==> src/rtl/flash_cmd_sequencer.sv <==
// Sequences JEDEC unlock/program/erase bus cycles and single reads to a parallel
// flash, then polls the DQ6 toggle bit to detect completion of write operations.
module flash_cmd_sequencer #(
  parameter int WE_LOW_CYC  = 2,
  parameter int WE_HIGH_CYC = 1,
  parameter int RD_CYC      = 2,
  parameter int POLL_MAX    = 50000
) (
  input  logic        SCL,
  input  logic        RESET,
  input  logic        CmdValid,
  output logic        CmdReady,
  input  logic [1:0]  CmdOp,
  input  logic [15:0] CmdAddr,
  input  logic [7:0]  CmdData,
  output logic [15:0] FlashAddr,
  output logic [7:0]  FlashDout,
  output logic        DoutEn,
  input  logic [7:0]  FlashDin,
  output logic        ENbar,
  output logic        WEbar,
  output logic        REbar,
  output logic [7:0]  RdData,
  output logic        Busy,
  output logic        Done,
  output logic        Timeout
);

  localparam int PW = $clog2(POLL_MAX + 1);
  localparam logic [7:0]    WLOW_LAST  = 8'(WE_LOW_CYC - 1);
  localparam logic [7:0]    WHIGH_LAST = 8'(WE_HIGH_CYC - 1);
  localparam logic [7:0]    RD_LAST    = 8'(RD_CYC - 1);
  localparam logic [PW-1:0] POLL_LAST  = PW'(POLL_MAX - 1);

  localparam logic [1:0] OP_PROG  = 2'b00;
  localparam logic [1:0] OP_SECT  = 2'b01;
  localparam logic [1:0] OP_READ  = 2'b11;

  typedef enum logic [2:0] {IDLE, WSETUP, WLOW, WHIGH, RLOW, RHIGH, DONE} state_t;

  state_t        state, stateNext;
  logic [1:0]    opReg;
  logic [15:0]   addrReg;
  logic [7:0]    dataReg;
  logic [2:0]    step;
  logic [7:0]    cycCnt;
  logic [PW-1:0] pollCnt;
  logic          prevDq6;
  logic          timedOut;

  logic          accept, lastStep, rdEnd, dq6Match;
  logic [15:0]   tblAddr;
  logic [7:0]    tblData;
  logic          inWrite, inRead;

  assign accept   = (state == IDLE) && CmdValid;
  assign lastStep = (opReg == OP_PROG) ? (step == 3'd3) : (step == 3'd5);
  assign rdEnd    = (cycCnt == RD_LAST);
  // The first poll read has no previous sample to compare against.
  assign dq6Match = (pollCnt != '0) && (FlashDin[6] == prevDq6);

  // Unlock tables: program is 4 steps, both erases share the first 5 of 6.
  always_comb begin
    tblAddr = 16'h5555;
    tblData = 8'hAA;
    case (step)
      3'd1: begin tblAddr = 16'h2AAA; tblData = 8'h55; end
      3'd2: tblData = (opReg == OP_PROG) ? 8'hA0 : 8'h80;
      3'd3: if (opReg == OP_PROG) begin tblAddr = addrReg; tblData = dataReg; end
      3'd4: begin tblAddr = 16'h2AAA; tblData = 8'h55; end
      3'd5: if (opReg == OP_SECT) begin tblAddr = addrReg; tblData = 8'h30; end
            else tblData = 8'h10;
      default: ;
    endcase
  end

  // NOTE: every signal gets a default before the case so no latch is inferred.
  always_comb begin
    stateNext = state;
    case (state)
      IDLE:   if (CmdValid) stateNext = (CmdOp == OP_READ) ? RLOW : WSETUP;
      WSETUP: stateNext = WLOW;
      WLOW:   if (cycCnt == WLOW_LAST) stateNext = WHIGH;
      WHIGH:  if (cycCnt == WHIGH_LAST) stateNext = lastStep ? RLOW : WSETUP;
      RLOW:   if (rdEnd) begin
                if (opReg == OP_READ || dq6Match || pollCnt == POLL_LAST) stateNext = DONE;
                else stateNext = RHIGH;
              end
      RHIGH:  stateNext = RLOW;
      DONE:   stateNext = IDLE;
      default: stateNext = IDLE;
    endcase
  end

  // NOTE: sequential state uses non-blocking assignments only.
  always_ff @(posedge SCL or posedge RESET) begin
    if (RESET) state <= IDLE;
    else       state <= stateNext;
  end

  always_ff @(posedge SCL or posedge RESET) begin
    if (RESET) begin
      opReg    <= '0;
      addrReg  <= '0;
      dataReg  <= '0;
      step     <= '0;
      cycCnt   <= '0;
      pollCnt  <= '0;
      prevDq6  <= 1'b0;
      timedOut <= 1'b0;
      RdData   <= '0;
    end else begin
      cycCnt <= (stateNext != state) ? 8'd0 : cycCnt + 8'd1;
      if (accept) begin
        opReg    <= CmdOp;
        addrReg  <= CmdAddr;
        dataReg  <= CmdData;
        step     <= '0;
        pollCnt  <= '0;
        timedOut <= 1'b0;
      end
      if (state == WHIGH && cycCnt == WHIGH_LAST && !lastStep) step <= step + 3'd1;
      if (state == RLOW && rdEnd) begin
        if (opReg == OP_READ) begin
          RdData <= FlashDin;
        end else begin
          prevDq6 <= FlashDin[6];
          pollCnt <= pollCnt + 1'b1;
          if (!dq6Match && pollCnt == POLL_LAST) timedOut <= 1'b1;
        end
      end
    end
  end

  // Strobes decode straight from the state register so reset raises them at once.
  assign inWrite   = (state == WSETUP) || (state == WLOW) || (state == WHIGH);
  assign inRead    = (state == RLOW) || (state == RHIGH);
  assign FlashAddr = inWrite ? tblAddr : (inRead ? addrReg : 16'h0000);
  assign FlashDout = inWrite ? tblData : 8'h00;
  assign DoutEn    = inWrite;
  assign ENbar     = !(inWrite || inRead);
  assign WEbar     = (state != WLOW);
  assign REbar     = (state != RLOW);
  assign CmdReady  = (state == IDLE);
  assign Busy      = !CmdReady;
  assign Done      = (state == DONE);
  assign Timeout   = Done && timedOut;

endmodule

==> config.mk <==
export PLATFORM = sky130hd
export DESIGN_NAME = flash_cmd_sequencer
export DESIGN_NICKNAME = d
export VERILOG_FILES = /design/src/rtl/flash_cmd_sequencer.sv
export SDC_FILE = /design/constraint.sdc
export NUM_CORES = 1
export LEC_CHECK = 0
export CELL_PAD_IN_SITES_DETAIL_PLACEMENT = 0
export CELL_PAD_IN_SITES_GLOBAL_PLACEMENT = 1
export CORE_AREA = 5 5 102 104
export DETAILED_ROUTE_END_ITERATION = 8
export DIE_AREA = 0 0 107 109
export GPL_TIMING_DRIVEN = 1
export MAX_ROUTING_LAYER = met4
export PLACE_DENSITY = 0.84
export SLEW_MARGIN = 40
export SYNTH_ARGS = -nofsm -noshare
export SYNTH_HDL_FRONTEND = slang
export SYNTH_SLANG_ARGS = --single-unit
==> constraint.sdc <==
create_clock -name SCL -period 3.4 [get_ports SCL]
set_input_delay 0.68 -clock SCL [delete_from_list [all_inputs] [get_ports SCL]]
set_output_delay 0.68 -clock SCL [all_outputs]
set_load 0.01 [all_outputs]
# Yosys cells after proc, flatten, opt, wreduce, memory -nomap -nowiden

Cells that the tools add are included.

Bits in registers: 66
Output and inout bits: 40

Equal/unequal tests: 20
Reduce and logical (&&, ||, !) cells: 25
Bitwise logic cells: 1
$add $sub $neg: 3
Mux-type cells: 29

Operators with widths:

| kind                                                 | count |
|---|---|
| two-way mux 16 bit                                   | 7 |
| one-hot mux 16 bit (3 select lines)                  | 1 |
| one-hot mux 8 bit (4 select lines)                   | 1 |
| two-way mux 3 bit                                    | 8 |
| two-way mux 8 bit                                    | 3 |
| one-hot mux 3 bit (6 select lines)                   | 1 |
| adder 16 x 1 -> 16 bit (second input constant)       | 1 |
| equality test 16 bit (second input constant)         | 1 |
| nonzero test 16 bit                                  | 1 |
| equality test 3 bit (second input constant)          | 5 |
| equality test 3 x 2 -> 1 bit (second input constant) | 4 |
| two-way mux 6 bit                                    | 2 |
| adder 8 x 1 -> 8 bit (second input constant)         | 1 |
| equality test 8 x 1 -> 1 bit (second input constant) | 1 |
| logical NOT 8 bit                                    | 1 |
| logical AND 1 bit                                    | 7 |
| equality test 3 x 1 -> 1 bit (second input constant) | 2 |
| logical OR 1 bit                                     | 6 |
| two-way mux 1 bit                                    | 5 |
| equality test 2 bit (second input constant)          | 2 |
| logical NOT 1 bit                                    | 4 |
| AND reduction 2 bit                                  | 2 |
| adder 3 x 1 -> 3 bit (second input constant)         | 1 |
| logical NOT 3 bit                                    | 1 |
| 10 further kinds                                     | 10 |

# Logic depth before layout (Yosys ltp)

Depth after elaboration: 9
Mapped depth: 8
Mapped depth without buffers: 7

# Least setup slack after synthesis

No wires, ideal clock.

Kind: register -> output
Start point: register step[2]
End point: output FlashAddr[15]
Cell stages (with the launch flop): 9
Arrival: 1.870 ns
Path buffers: 1
Path slack: 0.850 ns
Path through: dfrtp_1 > clkbuf_1 > inv_1 > ha_1 > inv_1 > nor2_1 > a31oi_1 > o31ai_1 > and2_1

Word-level cells in the longest chain between the ends: 4

RTL lines:

| item                                                                       | RTL line | text |
|---|---|---|
| from (decl)                                                                | 45       | `logic [2:0] step;` |
| from (signal assigned)                                                     | 122      | `if (state == WHIGH && cycCnt == WHIGH_LAST && !lastStep) step <= step + 3'd1;` |
| equality test 3 bit / equality test 3 x 1 -> 1 bit (equally long branches) | 66       | `case (step)` |
| OR reduction 2 bit (no source line)                                        | -        |  |
| one-hot mux 16 bit (3 select lines) *                                      | 66       |  |
| two-way mux 16 bit *                                                       | 138      | `assign FlashAddr = inWrite ? tblAddr : (inRead ? addrReg : 16'h0000);` |
| to (decl)                                                                  | 16       | `output logic [15:0] FlashAddr,` |

Mark *: on every way between the ends. The rest lies on a longest branch, timed or not.

# Final worst setup path

Start point: register step[1]
End point: output FlashAddr[4]

The elaborated chain is that of the path after synthesis.

==> summary.txt <==
CTS
  • Post-CTS Repair Setup Buffers: 0
  • Worst skew pair latency: 0.34 ns
  • CTS tree: yes
  • Maximum clock path buffer count: 2
  • CTS root buffer: clkbuf_8
  • Clk slew on worst S/H paths: 0.07 ns
  • Total clock buffers created by CTS: 9
  • Number of H-tree levels: 3
  • CTS Hold Buffers Added: 0
  • CTS Sinks: 66

Route
  • Met2 wire len: 4125 um
  • DR top layer: met4
  • Antenna Violating Nets Remaining: 0
  • DR vias/cell: 5.369
  • DRC: 0
  • DR WL/cell: 16.14 um
  • First drt pass iteration count: 4
  • Routed met1 length: 4119 um
  • Initial DRC count: 134
  • Drt total wl: 8779 um
  • DR vias: 2921
  • Met3 WL post-DR: 428 um

Timing
  • Final worst-path setup slack: 0.1342 ns
  • Worst-margin pin slew: 0.7346 ns
  • Tcrit/Tclk final: 0.9605
  • Relative slew margins: 0.5057
  • Post-Route Setup TNS: 0 ns
  • Fmax: 306.2 MHz
  • Final slew viol count: 0
  • Fin crit period: 3.266 ns
  • Worst Skew: 0.007813 ns
  • Endpoints failing setup: 0
  • Count of final hold-check violations: 0
  • RSZ-0062 raised after global routing: no

Logic synthesis
  • Yosys reg bits: 66
  • Ys flop type: dfrtp_1
  • Yosys cell types: 49
  • Mapped Area: 3567 um^2
  • Syn_area_per_cell: 10.25 um^2
  • Syn Nets: 395
  • Synth warn: 0
  • Syn Inst Count: 348
  • Async S/R FF share, synth: 1.000
  • Post-synth EDFFs: 0
  • Top cell type's share of synthesized area: 0.4630
  • Sequential area share after synthesis: 0.4630
  • Yosys top cell by area: dfrtp_1
  • Synth top area cells: dfrtp_1 (46%), mux2_2 (11%), nand2_1 (4.0%)

Setup path
  • Crit path DAT: 2.59 ns
  • CP max stage delay: 0.49 ns
  • Req. time, crit path: 2.72 ns
  • Startpoint Class: flip-flop
  • Crit path kind: reg2out
  • Crit-path cells: inv_1 -> ha_1 -> mux2i_1 -> a21oi_1 -> or2_2 -> a21o_1 -> clkdlybuf4s50_1
  • Critical path's slowest cell: clkdlybuf4s50_1
  • Crit-path max FO: 8
  • Crit. End Element: output port

Floorplanning
  • Die area: 11660 um^2
  • Die width: 107 um
  • IO Pins: 77
  • Die H: 109 um
  • Core area: 9459 um^2
  • Initial core utilization: 0.3771
  • FP Rows: 36

Power and ir drop
  • Sw Share: 0.3654
  • Power Dens Cells: 821.5 nW/um^2
  • Seq pwr share: 0.320
  • Combinational fraction of design power: 0.502
  • Peak VDD IR: 727.4 uV
  • Sw Pwr: 1.403 mW
  • Clock group share of total power: 0.177
  • Pleak: 1.980 nW
  • Int Pwr: 2.437 mW

Run status
  • Status: finished, final reports clean

GRT
  • First-pass GRT wire length: 14330 um
  • GR Overflow Total: 0
  • Largest net degree at the start of global routing: 67
  • Initial antenna violation count: 0
  • Tot GR Track Use: 0.1590
  • Vias in the first global route: 2988

Finish
  • Synthesis-to-layout area growth: 31.04%
  • Ant. Diodes: 0
  • Fraction of layout instances using a drive strength above 1: 0.1721
  • Fin nets: 472

Worst hold path
  • Worst Hold Class: reg2reg

Place
  • HPWL Detailed: 6247 um
  • Pre-CTS setup slack: 0.4329 ns
  • Count of buffers from port buffering: 76
  • GP Congestion: 0.9179

Job
  • Max-cap violations: 0
-- Yosys cell counts, drive strengths merged (3+ instances only) --
library cell  count
dfrtp            66
nand2            38
mux2             35
nor3             16
inv              15
a21o             14
a21oi            14
clkbuf           14
nand3            13
o21ai            11
ha               10
nor2             10
mux2i             8
nand2b            6
o211ai            6
a31oi             5
o31ai             5
xor2              5
and4              4
nor4              4
or2               4
and2              3
and3              3
nand4             3
nor2b             3
xnor2             3
-- power by group through the flow --
| stage | clock network (mW) | registers, mW | logic [mW] |
|---|---|---|---|
| floorplan | 0 | 1.15 | 1.15 |
| global placement | 0 | 1.24 | 1.89 |
| detailed placement | 0 | 1.24 | 1.92 |
| CTS | 0.704 | 1.23 | 1.93 |
| global route | 0.742 | 1.26 | 2.10 |
| finish | 0.681 | 1.23 | 1.93 |
-- metrics by stage --
step                        util  cells  area, um^2  total power [mW]  hold slack (ns)
final                     0.4942    544        4674             3.840           0.5011
after global routing      0.4942    544        4674             4.104           0.5228
after CTS                 0.4926    544        4659             3.863           0.5019
after detailed placement  0.4709    528        4454             3.156           0.4856
after global placement    0.4705    528        4451             3.128           0.4799
after floorplan                -    348        3567             2.306           0.4402
-- cell type report --
| cell class | count | area (um^2) |
|---|---|---|
| Sequential cell | 66 | 1653 |
| Timing Repair Buffer | 82 | 809.5 |
| Fill cell | 890 | 4785 |
| Multi-Input combinational cell | 251 | 1808 |
| Clock buffer | 12 | 155.1 |
| Clock inverter | 4 | 50.05 |
| Inverter | 15 | 56.30 |
| Tap cell | 114 | 142.6 |
-- flip-flops by register name, indices dropped and copies added (netlist names) --
name / flops
state: 3
prevDq6: 1
timedOut: 1
RdData: 8
step: 3
opReg: 2
addrReg: 16
pollCnt: 16
dataReg: 8
cycCnt: 8
-- cell usage in the layout, fill, tap and decap left out, types with 4 or more instances in the layout --
master,Yosys,layout
a21o_1,14,14
a21oi_1,14,14
a31oi_1,5,5
and4_1,4,4
buf_4,1,5
clkbuf_8,0,11
clkdlybuf4s50_1,0,76
dfrtp_1,66,65
ha_1,10,9
inv_1,15,14
mux2_2,35,35
mux2i_1,8,8
nand2_1,38,38
nand2b_1,6,6
nand3_1,13,13
nor2_1,10,10
nor3_1,16,16
nor4_1,4,4
o211ai_1,6,6
o21ai_0,11,11
o31ai_1,5,5
or2_2,4,4
xor2_1,5,5
-- critical path: cells and delay by family, from the launching register on --
| family | cells | cell delay (ns) |
|---|---|---|
| and+or+nand+nor | 1 | 0.36 |
| adders and majority gates | 1 | 0.32 |
| buffers and inverters | 2 | 0.62 |
| AOI/OAI and AO/OA | 2 | 0.30 |
| muxes | 1 | 0.24 |
| DFF | 1 | 0.41 |
-- logic make-up (layout without fill, tap and decap cells) --
logic type / count (synthesis) / in the layout / share of synthesized area
DFF: 66 / 66 / 0.4630
xor gates and xnor gates: 8 / 8 / 0.01964
adders and majority gates: 10 / 10 / 0.03508
muxes: 43 / 43 / 0.1329
and+or+nand+nor: 116 / 116 / 0.1691
buffers and inverters: 31 / 113 / 0.03402
AOI/OAI and AO/OA: 74 / 74 / 0.1463
-- routing by layer --
metal,vias up,global-route usage
met5,-,-
met4,0,0.04658
met3,12,0.04440
met2,81,0.2388
met1,1412,0.2112
li1,1416,-
-- worst paths after layout --
path / to / cells past startpoint / slack (ns) / from
setup / recovery: FlashAddr[4] / 7 / 0.13 / step[1]
hold / removal: prevDq6 / 2 / 0.50 / prevDq6
setup reg to reg: pollCnt[15] / 5 / 0.73 / cycCnt[2]
hold reg to reg: prevDq6 / 2 / 0.50 / prevDq6
max in group asynchronous: step[2] / 3 / 2.14 / RESET
min in group asynchronous: pollCnt[11] / 3 / 0.82 / RESET
-- repair_timing --
action,in CTS,in global routing
endpoints found under the hold margin,0,0
endpoints found under the setup margin,0,16
gates resized for setup,0,5
Note: power is estimated with default switching activity, not from simulation.
